[config.mk]
export PLATFORM = sky130hd
export DESIGN_NAME = ov7670_cfg_sequencer_flat
export DESIGN_NICKNAME = d
export VERILOG_FILES = /design/src/rtl/ov7670_cfg_sequencer_if.sv /design/src/rtl/ov7670_cfg_sequencer.sv /design/src/flat_wrapper.sv
export SDC_FILE = /design/constraint.sdc
export NUM_CORES = 1
export LEC_CHECK = 0
export ABC_AREA = 1
export CELL_PAD_IN_SITES_DETAIL_PLACEMENT = 0
export CELL_PAD_IN_SITES_GLOBAL_PLACEMENT = 1
export CORE_MARGIN = 2
export CORE_UTILIZATION = 37
export CTS_CLUSTER_DIAMETER = 30
export DETAILED_ROUTE_END_ITERATION = 16
export PLACE_DENSITY = 0.84
export SLEW_MARGIN = 15
export SYNTH_ARGS = -nofsm -noshare
export SYNTH_HDL_FRONTEND = slang
export SYNTH_SLANG_ARGS = --single-unit
[constraint.sdc]
create_clock -name clk -period 2.12 [get_ports clk]
set_input_delay 0.212 -clock clk [delete_from_list [all_inputs] [get_ports clk]]
set_output_delay 0.212 -clock clk [all_outputs]
set_load 0.01 [all_outputs]
[src/rtl/ov7670_cfg_sequencer_if.sv]
// -----------------------------------------------------------------------------
// ov7670_cfg_sequencer_if
//
// Write channel between the configuration sequencer and the SCCB master.
// A request is a valid/ready transfer of one (register, value) pair. The
// SCCB master later answers it with a one-cycle done or nack pulse.
//
// Signals:
//   wr_valid  sequencer -> SCCB   write request pending
//   wr_ready  SCCB -> sequencer   request accepted this cycle
//   wr_reg    sequencer -> SCCB   register address (REG_W bits)
//   wr_val    sequencer -> SCCB   register value   (REG_W bits)
//   wr_done   SCCB -> sequencer   one-cycle pulse: transaction acknowledged
//   wr_nack   SCCB -> sequencer   one-cycle pulse: transaction not acknowledged
//
// Modports: master (sequencer side), slave (SCCB master side).
// -----------------------------------------------------------------------------
`timescale 1ns/1ps

interface ov7670_cfg_sequencer_if #(
    parameter int REG_W = 8
) ();
    logic             wr_valid;
    logic             wr_ready;
    logic [REG_W-1:0] wr_reg;
    logic [REG_W-1:0] wr_val;
    logic             wr_done;
    logic             wr_nack;

    modport master (
        output wr_valid, wr_reg, wr_val,
        input  wr_ready, wr_done, wr_nack
    );

    modport slave (
        input  wr_valid, wr_reg, wr_val,
        output wr_ready, wr_done, wr_nack
    );
endinterface

[src/rtl/ov7670_cfg_sequencer.sv]
// -----------------------------------------------------------------------------
// ov7670_cfg_sequencer
//
// Walks a register table held in a registered config ROM and turns each entry
// into a write on the SCCB master. The table is split into 2^BANK_W profile
// banks of 2^ADDR_W entries. Each entry is {register, value}. Two codes are
// reserved: END_CODE ends the table and DELAY_CODE waits DELAY_CYCLES clocks.
// A nacked write is re-issued up to MAX_RETRY times before the sequence fails.
//
// Ports:
//   clk, rst_n   clock, asynchronous active-low reset
//   start        one-cycle pulse; starts a sequence when not busy
//   bank         profile select, sampled on an accepted start
//   rom_en       ROM read enable, high for one cycle per fetch
//   rom_addr     ROM address {bank, index}; holds its last value
//   rom_data     ROM output, valid the cycle after rom_en
//   sccb         write channel to the SCCB master (master modport)
//   busy         sequence in progress
//   done         sequence completed; held until the next accepted start
//   error        retries exhausted; held until the next accepted start
//   err_index    table index of the failing entry
// -----------------------------------------------------------------------------
`timescale 1ns/1ps

module ov7670_cfg_sequencer #(
    parameter int                ADDR_W       = 8,
    parameter int                BANK_W       = 2,
    parameter int                DATA_W       = 16,
    parameter logic [DATA_W-1:0] END_CODE     = 16'hFFFF,
    parameter logic [DATA_W-1:0] DELAY_CODE   = 16'hFFF0,
    parameter int                DELAY_CYCLES = 250000,
    parameter int                MAX_RETRY    = 3
) (
    input  logic                     clk,
    input  logic                     rst_n,
    input  logic                     start,
    input  logic [BANK_W-1:0]        bank,
    output logic                     rom_en,
    output logic [BANK_W+ADDR_W-1:0] rom_addr,
    input  logic [DATA_W-1:0]        rom_data,
    ov7670_cfg_sequencer_if.master   sccb,
    output logic                     busy,
    output logic                     done,
    output logic                     error,
    output logic [ADDR_W-1:0]        err_index
);

    localparam int CNT_W   = (DELAY_CYCLES > 1) ? $clog2(DELAY_CYCLES) : 1;
    localparam int RETRY_W = (MAX_RETRY > 0) ? $clog2(MAX_RETRY + 1) : 1;

    typedef enum logic [3:0] {
        IDLE, FETCH, DECODE, ISSUE, WAIT_ACK, DELAY, ADVANCE, FINISH, FAIL
    } state_e;

    state_e              state;
    state_e              state_next;
    logic [BANK_W-1:0]   bank_q;
    logic [ADDR_W-1:0]   index;
    logic [ADDR_W-1:0]   index_inc;
    logic [DATA_W-1:0]   entry_q;
    logic [RETRY_W-1:0]  retry;
    logic [CNT_W-1:0]    delay_cnt;
    logic [ADDR_W-1:0]   err_index_q;
    logic [BANK_W+ADDR_W-1:0] rom_addr_q;
    logic                resting;

    // FINISH and FAIL behave like IDLE: they accept a new start.
    assign resting   = (state == IDLE) || (state == FINISH) || (state == FAIL);
    assign index_inc = index + ADDR_W'(1);

    // State register.
    // NOTE: sequential state uses non-blocking assignments so every flop
    // samples the pre-edge values, independent of process ordering.
    always_ff @(posedge clk or negedge rst_n) begin
        if (!rst_n) state <= IDLE;
        else        state <= state_next;
    end

    // Next-state logic.
    // NOTE: every combinational output gets a default first, so no path
    // leaves it unassigned and no latch is inferred.
    always_comb begin
        state_next = state;
        case (state)
            IDLE, FINISH, FAIL: if (start) state_next = FETCH;
            FETCH:              state_next = DECODE;
            DECODE: begin
                if (rom_data == END_CODE)        state_next = FINISH;
                else if (rom_data == DELAY_CODE) state_next = DELAY;
                else                             state_next = ISSUE;
            end
            ISSUE:    if (sccb.wr_ready) state_next = WAIT_ACK;
            WAIT_ACK: begin
                // A nack wins over a done in the same cycle.
                if (sccb.wr_nack)
                    state_next = (retry == RETRY_W'(MAX_RETRY)) ? FAIL : ISSUE;
                else if (sccb.wr_done)
                    state_next = ADVANCE;
            end
            DELAY:    if (delay_cnt == '0) state_next = ADVANCE;
            // The last index of a bank ends the table even without END_CODE.
            ADVANCE:  state_next = (index == '1) ? FINISH : FETCH;
            default:  state_next = IDLE;
        endcase
    end

    // Outputs decoded from state. They follow reset asynchronously, so
    // wr_valid drops as soon as rst_n falls.
    always_comb begin
        rom_en        = (state == FETCH);
        sccb.wr_valid = (state == ISSUE);
        busy          = !resting;
        done          = (state == FINISH);
        error         = (state == FAIL);
    end

    assign sccb.wr_reg = entry_q[DATA_W-1:DATA_W/2];
    assign sccb.wr_val = entry_q[DATA_W/2-1:0];
    assign rom_addr    = rom_addr_q;
    assign err_index   = err_index_q;

    // Datapath: bank, index, entry, retry and delay counters.
    always_ff @(posedge clk or negedge rst_n) begin
        if (!rst_n) begin
            bank_q      <= '0;
            index       <= '0;
            entry_q     <= '0;
            retry       <= '0;
            delay_cnt   <= '0;
            err_index_q <= '0;
            rom_addr_q  <= '0;
        end else begin
            case (state)
                IDLE, FINISH, FAIL: begin
                    if (start) begin
                        bank_q      <= bank;
                        index       <= '0;
                        err_index_q <= '0;
                        rom_addr_q  <= {bank, {ADDR_W{1'b0}}};
                    end
                end
                DECODE: begin
                    entry_q   <= rom_data;
                    retry     <= '0;
                    delay_cnt <= CNT_W'(DELAY_CYCLES - 1);
                end
                WAIT_ACK: begin
                    if (sccb.wr_nack) begin
                        if (retry == RETRY_W'(MAX_RETRY)) err_index_q <= index;
                        else                              retry <= retry + RETRY_W'(1);
                    end
                end
                DELAY: begin
                    if (delay_cnt != '0) delay_cnt <= delay_cnt - CNT_W'(1);
                end
                ADVANCE: begin
                    // Address is set up here so rom_addr only moves toward a fetch.
                    if (index != '1) begin
                        index      <= index_inc;
                        rom_addr_q <= {bank_q, index_inc};
                    end
                end
                default: ;
            endcase
        end
    end

endmodule

[src/flat_wrapper.sv]
// flat-port wrapper written by rule: the top's interface ports become plain ports
module ov7670_cfg_sequencer_flat 
#(
    parameter int                ADDR_W       = 8,
    parameter int                BANK_W       = 2,
    parameter int                DATA_W       = 16,
    parameter logic [DATA_W-1:0] END_CODE     = 16'hFFFF,
    parameter logic [DATA_W-1:0] DELAY_CODE   = 16'hFFF0,
    parameter int                DELAY_CYCLES = 250000,
    parameter int                MAX_RETRY    = 3
)
  (clk, rst_n, start, bank, rom_en, rom_addr, rom_data, busy, done, error, err_index, sccb_wr_valid, sccb_wr_reg, sccb_wr_val, sccb_wr_ready, sccb_wr_done, sccb_wr_nack);
  ov7670_cfg_sequencer_if #(.REG_W(DATA_W/2)) sccb_i ();
  input  logic clk;
  input  logic rst_n;
  input  logic start;
  input  logic [BANK_W-1:0] bank;
  output logic rom_en;
  output logic [BANK_W+ADDR_W-1:0] rom_addr;
  input  logic [DATA_W-1:0] rom_data;
  output logic busy;
  output logic done;
  output logic error;
  output logic [ADDR_W-1:0] err_index;
  output wire logic [$bits(sccb_i.wr_valid)-1:0] sccb_wr_valid;
  output wire logic [$bits(sccb_i.wr_reg)-1:0] sccb_wr_reg;
  output wire logic [$bits(sccb_i.wr_val)-1:0] sccb_wr_val;
  input wire logic [$bits(sccb_i.wr_ready)-1:0] sccb_wr_ready;
  input wire logic [$bits(sccb_i.wr_done)-1:0] sccb_wr_done;
  input wire logic [$bits(sccb_i.wr_nack)-1:0] sccb_wr_nack;
  assign sccb_wr_valid = sccb_i.wr_valid;
  assign sccb_wr_reg = sccb_i.wr_reg;
  assign sccb_wr_val = sccb_i.wr_val;
  assign sccb_i.wr_ready = sccb_wr_ready;
  assign sccb_i.wr_done = sccb_wr_done;
  assign sccb_i.wr_nack = sccb_wr_nack;
  ov7670_cfg_sequencer #(.ADDR_W(ADDR_W), .BANK_W(BANK_W), .DATA_W(DATA_W), .END_CODE(END_CODE), .DELAY_CODE(DELAY_CODE), .DELAY_CYCLES(DELAY_CYCLES), .MAX_RETRY(MAX_RETRY)) u_core (.clk(clk), .rst_n(rst_n), .start(start), .bank(bank), .rom_en(rom_en), .rom_addr(rom_addr), .rom_data(rom_data), .sccb(sccb_i), .busy(busy), .done(done), .error(error), .err_index(err_index));
endmodule
==> results.md <==
- Worst Tran Pin Value: a little over 0.6 ns
- Largest area contributor in the netlist: dfrtp_1
- Setup slack after layout: around 0.17 ns
- TritonCTS buffer count: 9
- Clock tree buffer depth: 2
- Critical path depth: 6
- M3 GR Usage: under 10%
- Die footprint: slightly below 0.01 sq mm
- DR WL/cell: approximately 13 microns
- Grt met2 use: 27.7%
- Clk_lat worst skew: 0.34 ns
- Met1 Usage GRT: between 20% and 30%
- Peak VDD IR: around 0.00045 V
- CTS sink cnt: 60
- GRT busiest layer: met2
- Die Width: 98.4 microns
- Vias in the first global route: around 3000
- CTS tree: yes
- Finish-stage setup viols: 0
- Area grow syn2layout: 28.1%
- Static leakage: about 0.0020 uW
- Standard-cell row count: 34
- Type of element capturing the critical path: output port
- FF-to-FF Start: u_core.delay_cnt[0]
- Final min period: 1.95 ns
- DR iter-0 viols: roughly 120
- Arr. time, crit path: approximately 1.7 ns
- Critical Path Source: u_core.state[1]
- Power Density: approximately 1100 mW/mm^2
- Remaining Overflow, GRT: 0
- Post-synthesis sequential area ratio: between 40% and 50%
- FMAX: 512 MHz
- Fin. max-slew vios: 0
- Nets: 548
- Post-DP HPWL: 5980 microns
- Worst path top cell family by delay: buffers and inverters
- Root Buffer: clkbuf_8
- R2r worst-path depth: 10
- # fillers: 889
- Post-Syn Area: between 0.003 and 0.004 sq mm
- Count leader, synth: nand2_1
- Fraction of layout cells with a size suffix above 1: 8.95%
- Vias/cell: around 4.7
- Status: finished clean
- Global Route Usage Sum: between 10% and 20%
- Detailed Route WL: roughly 8300 microns
- Synth Warn #: 0
- Fin Setup TNS: 0 ns
- Crit Path Max Fanout: 6
- Synthesis-stage register bit count: 60
- Ant. Diodes: 0
- 1st-pass router iterations: 4
- Die height: ~100 microns
- Synth cell types: 26
- Vias: roughly 3000
- Crit path cell chain: nand2_1, inv_1, nand2_1, nand2_2, inv_1, clkdlybuf4s50_1
- Synthesized Nets: 478
- Startpoint types: register
- I/O pins: 63
- Post-route cell area: 0.00423 sq mm
- Pin count of the biggest net entering global routing: 39
- Number of flops mapped to enable cells by yosys: 0
- DRC: 0
- RSZ-0062 raised after global routing: false
- Mean post-synth cell area: between 7 and 8 sq um
- Slew margin rel.: 59.7%
- Initial antenna violation count: 0
- Hold WC Path Type: input port to asynchronous set/reset pin
- Worst path max stage delay: 0.54 ns
- CTS clk-pin slew, worst paths: ~0.070 ns
- Placed inst area: about 0.0040 sq mm
- Crit Path Class: register to output port
- Ys async rst share: 100%
- Post-Synthesis Cells: around 450
- Starting Density: 38.0%
- Final ANT Viol Nets: 0
- Max-cap viol count: 0
- Commonest cells in the synthesized netlist: nand2_1 (174), dfrtp_1 (60), nor2_1 (50)
- Post-synth top area share: around 46%
- Synth top area cells: dfrtp_1 (46%), nand2_1 (20%), nand3_1 (6.2%)
- Critical Path RT: about 1.9 ns
- Core ar.: slightly below 0.009 sq mm
- Worst Path Buf+Inv: 3
- Placer congestion estimate: between 0.8 and 0.9
- Post-synth top flop: dfrtp_1
- Port Buffers: 62
- Fin crit share: 92.1%
- Global-route wire length before repair: approximately 14000 microns
- Final hold vios: 0
- Worst slack, placed: approximately 0.12 ns
- Fin Clk Skew: about 0.014 ns
- Max H-tree Level: 3
- CP max-delay cell: clkdlybuf4s50_1
-- cell type report --
cell class	count	area [sq um]	area share [%]
clock buffers	10	128	3.02
clock inverters	5	30.0	0.711
flip-flops and latches	60	1500	35.5
inverters	45	169	4.00
multi-input cells	335	1570	37.2
well taps	108	135	3.20
repair buffers	70	691	16.3
-- metrics by stage --
stage / std cells / power (uW) / util (%) / hold slack [ns]
CTS: 633 / 4770 / 48.5 / 0.421
global placement: 617 / 3830 / 46.5 / 0.253
finish: 633 / 4750 / 48.7 / 0.412
floorplan: 451 / 3110 / - / -0.0836
detailed placement: 617 / 3880 / 46.5 / 0.255
global route: 633 / 5160 / 48.7 / 0.435
-- per-layer routing --
layer	vias to the layer above	routed length [microns]
met5	-	0
met4	0	133
met3	12	379
met2	55	3770
met1	1382	3970
li1	1555	-
-- where the power goes --
group	internal [uW]	total [uW]	leakage, uW	switching, uW
Sequential	1470	1730	0.000767	254
Clock	411	867	0.0000779	456
Combinational	882	2150	0.00117	1270
Total	2770	4750	0.00202	1980
-- cells by family after synthesis --
group,after synthesis,synth area share [%]
AOI/OAI and AO/OA,36,6.67
buffers and inverters,56,7.47
adders and majority gates,3,1.14
DFF,60,45.5
xor gates and xnor gates,11,2.92
and+or+nand+nor,285,36.3
-- worst paths after layout --
check	endpoint	slack (ns)
min in group clk	u_core.entry_q[6]	0.43
max in group asynchronous	u_core.err_index[6]	1.09
setup reg to reg	u_core.state[2]	0.21
hold / removal	u_core.delay_cnt[15]	0.41
hold reg to reg	u_core.entry_q[10]	0.48
setup / recovery	busy	0.17
-- sequential cells by signal, indices dropped and copies added, names as in the netlist --
register,count
u_core.rom_addr,10
u_core.delay_cnt,18
u_core.state,4
u_core.retry,2
u_core.bank_q,2
u_core.err_index,8
u_core.entry_q,16
-- cell usage in the layout (no fill, tap or decap), drive strengths merged, types with 3 or more instances in the layout --
master,synthesis,layout
buf,10,8
clkbuf,1,10
clkdlybuf4s50,0,61
clkinv,0,3
dfrtp,60,60
ha,3,3
inv,45,45
nand2,179,179
nand3,42,42
nand4,6,6
nor2,55,55
nor3,3,3
o21ai,33,33
xnor2,3,3
xor2,8,8
-- what timing repair did --
| item | CTS | global route |
|---|---|---|
| hold buffers | 1 | 0 |
| gates resized for setup | 0 | 3 |
| setup endpoints to repair | 0 | 20 |
| hold endpoints to repair | 22 | 0 |
| buffers inserted | 0 | 0 |
Power figures use the tool's default switching activity.
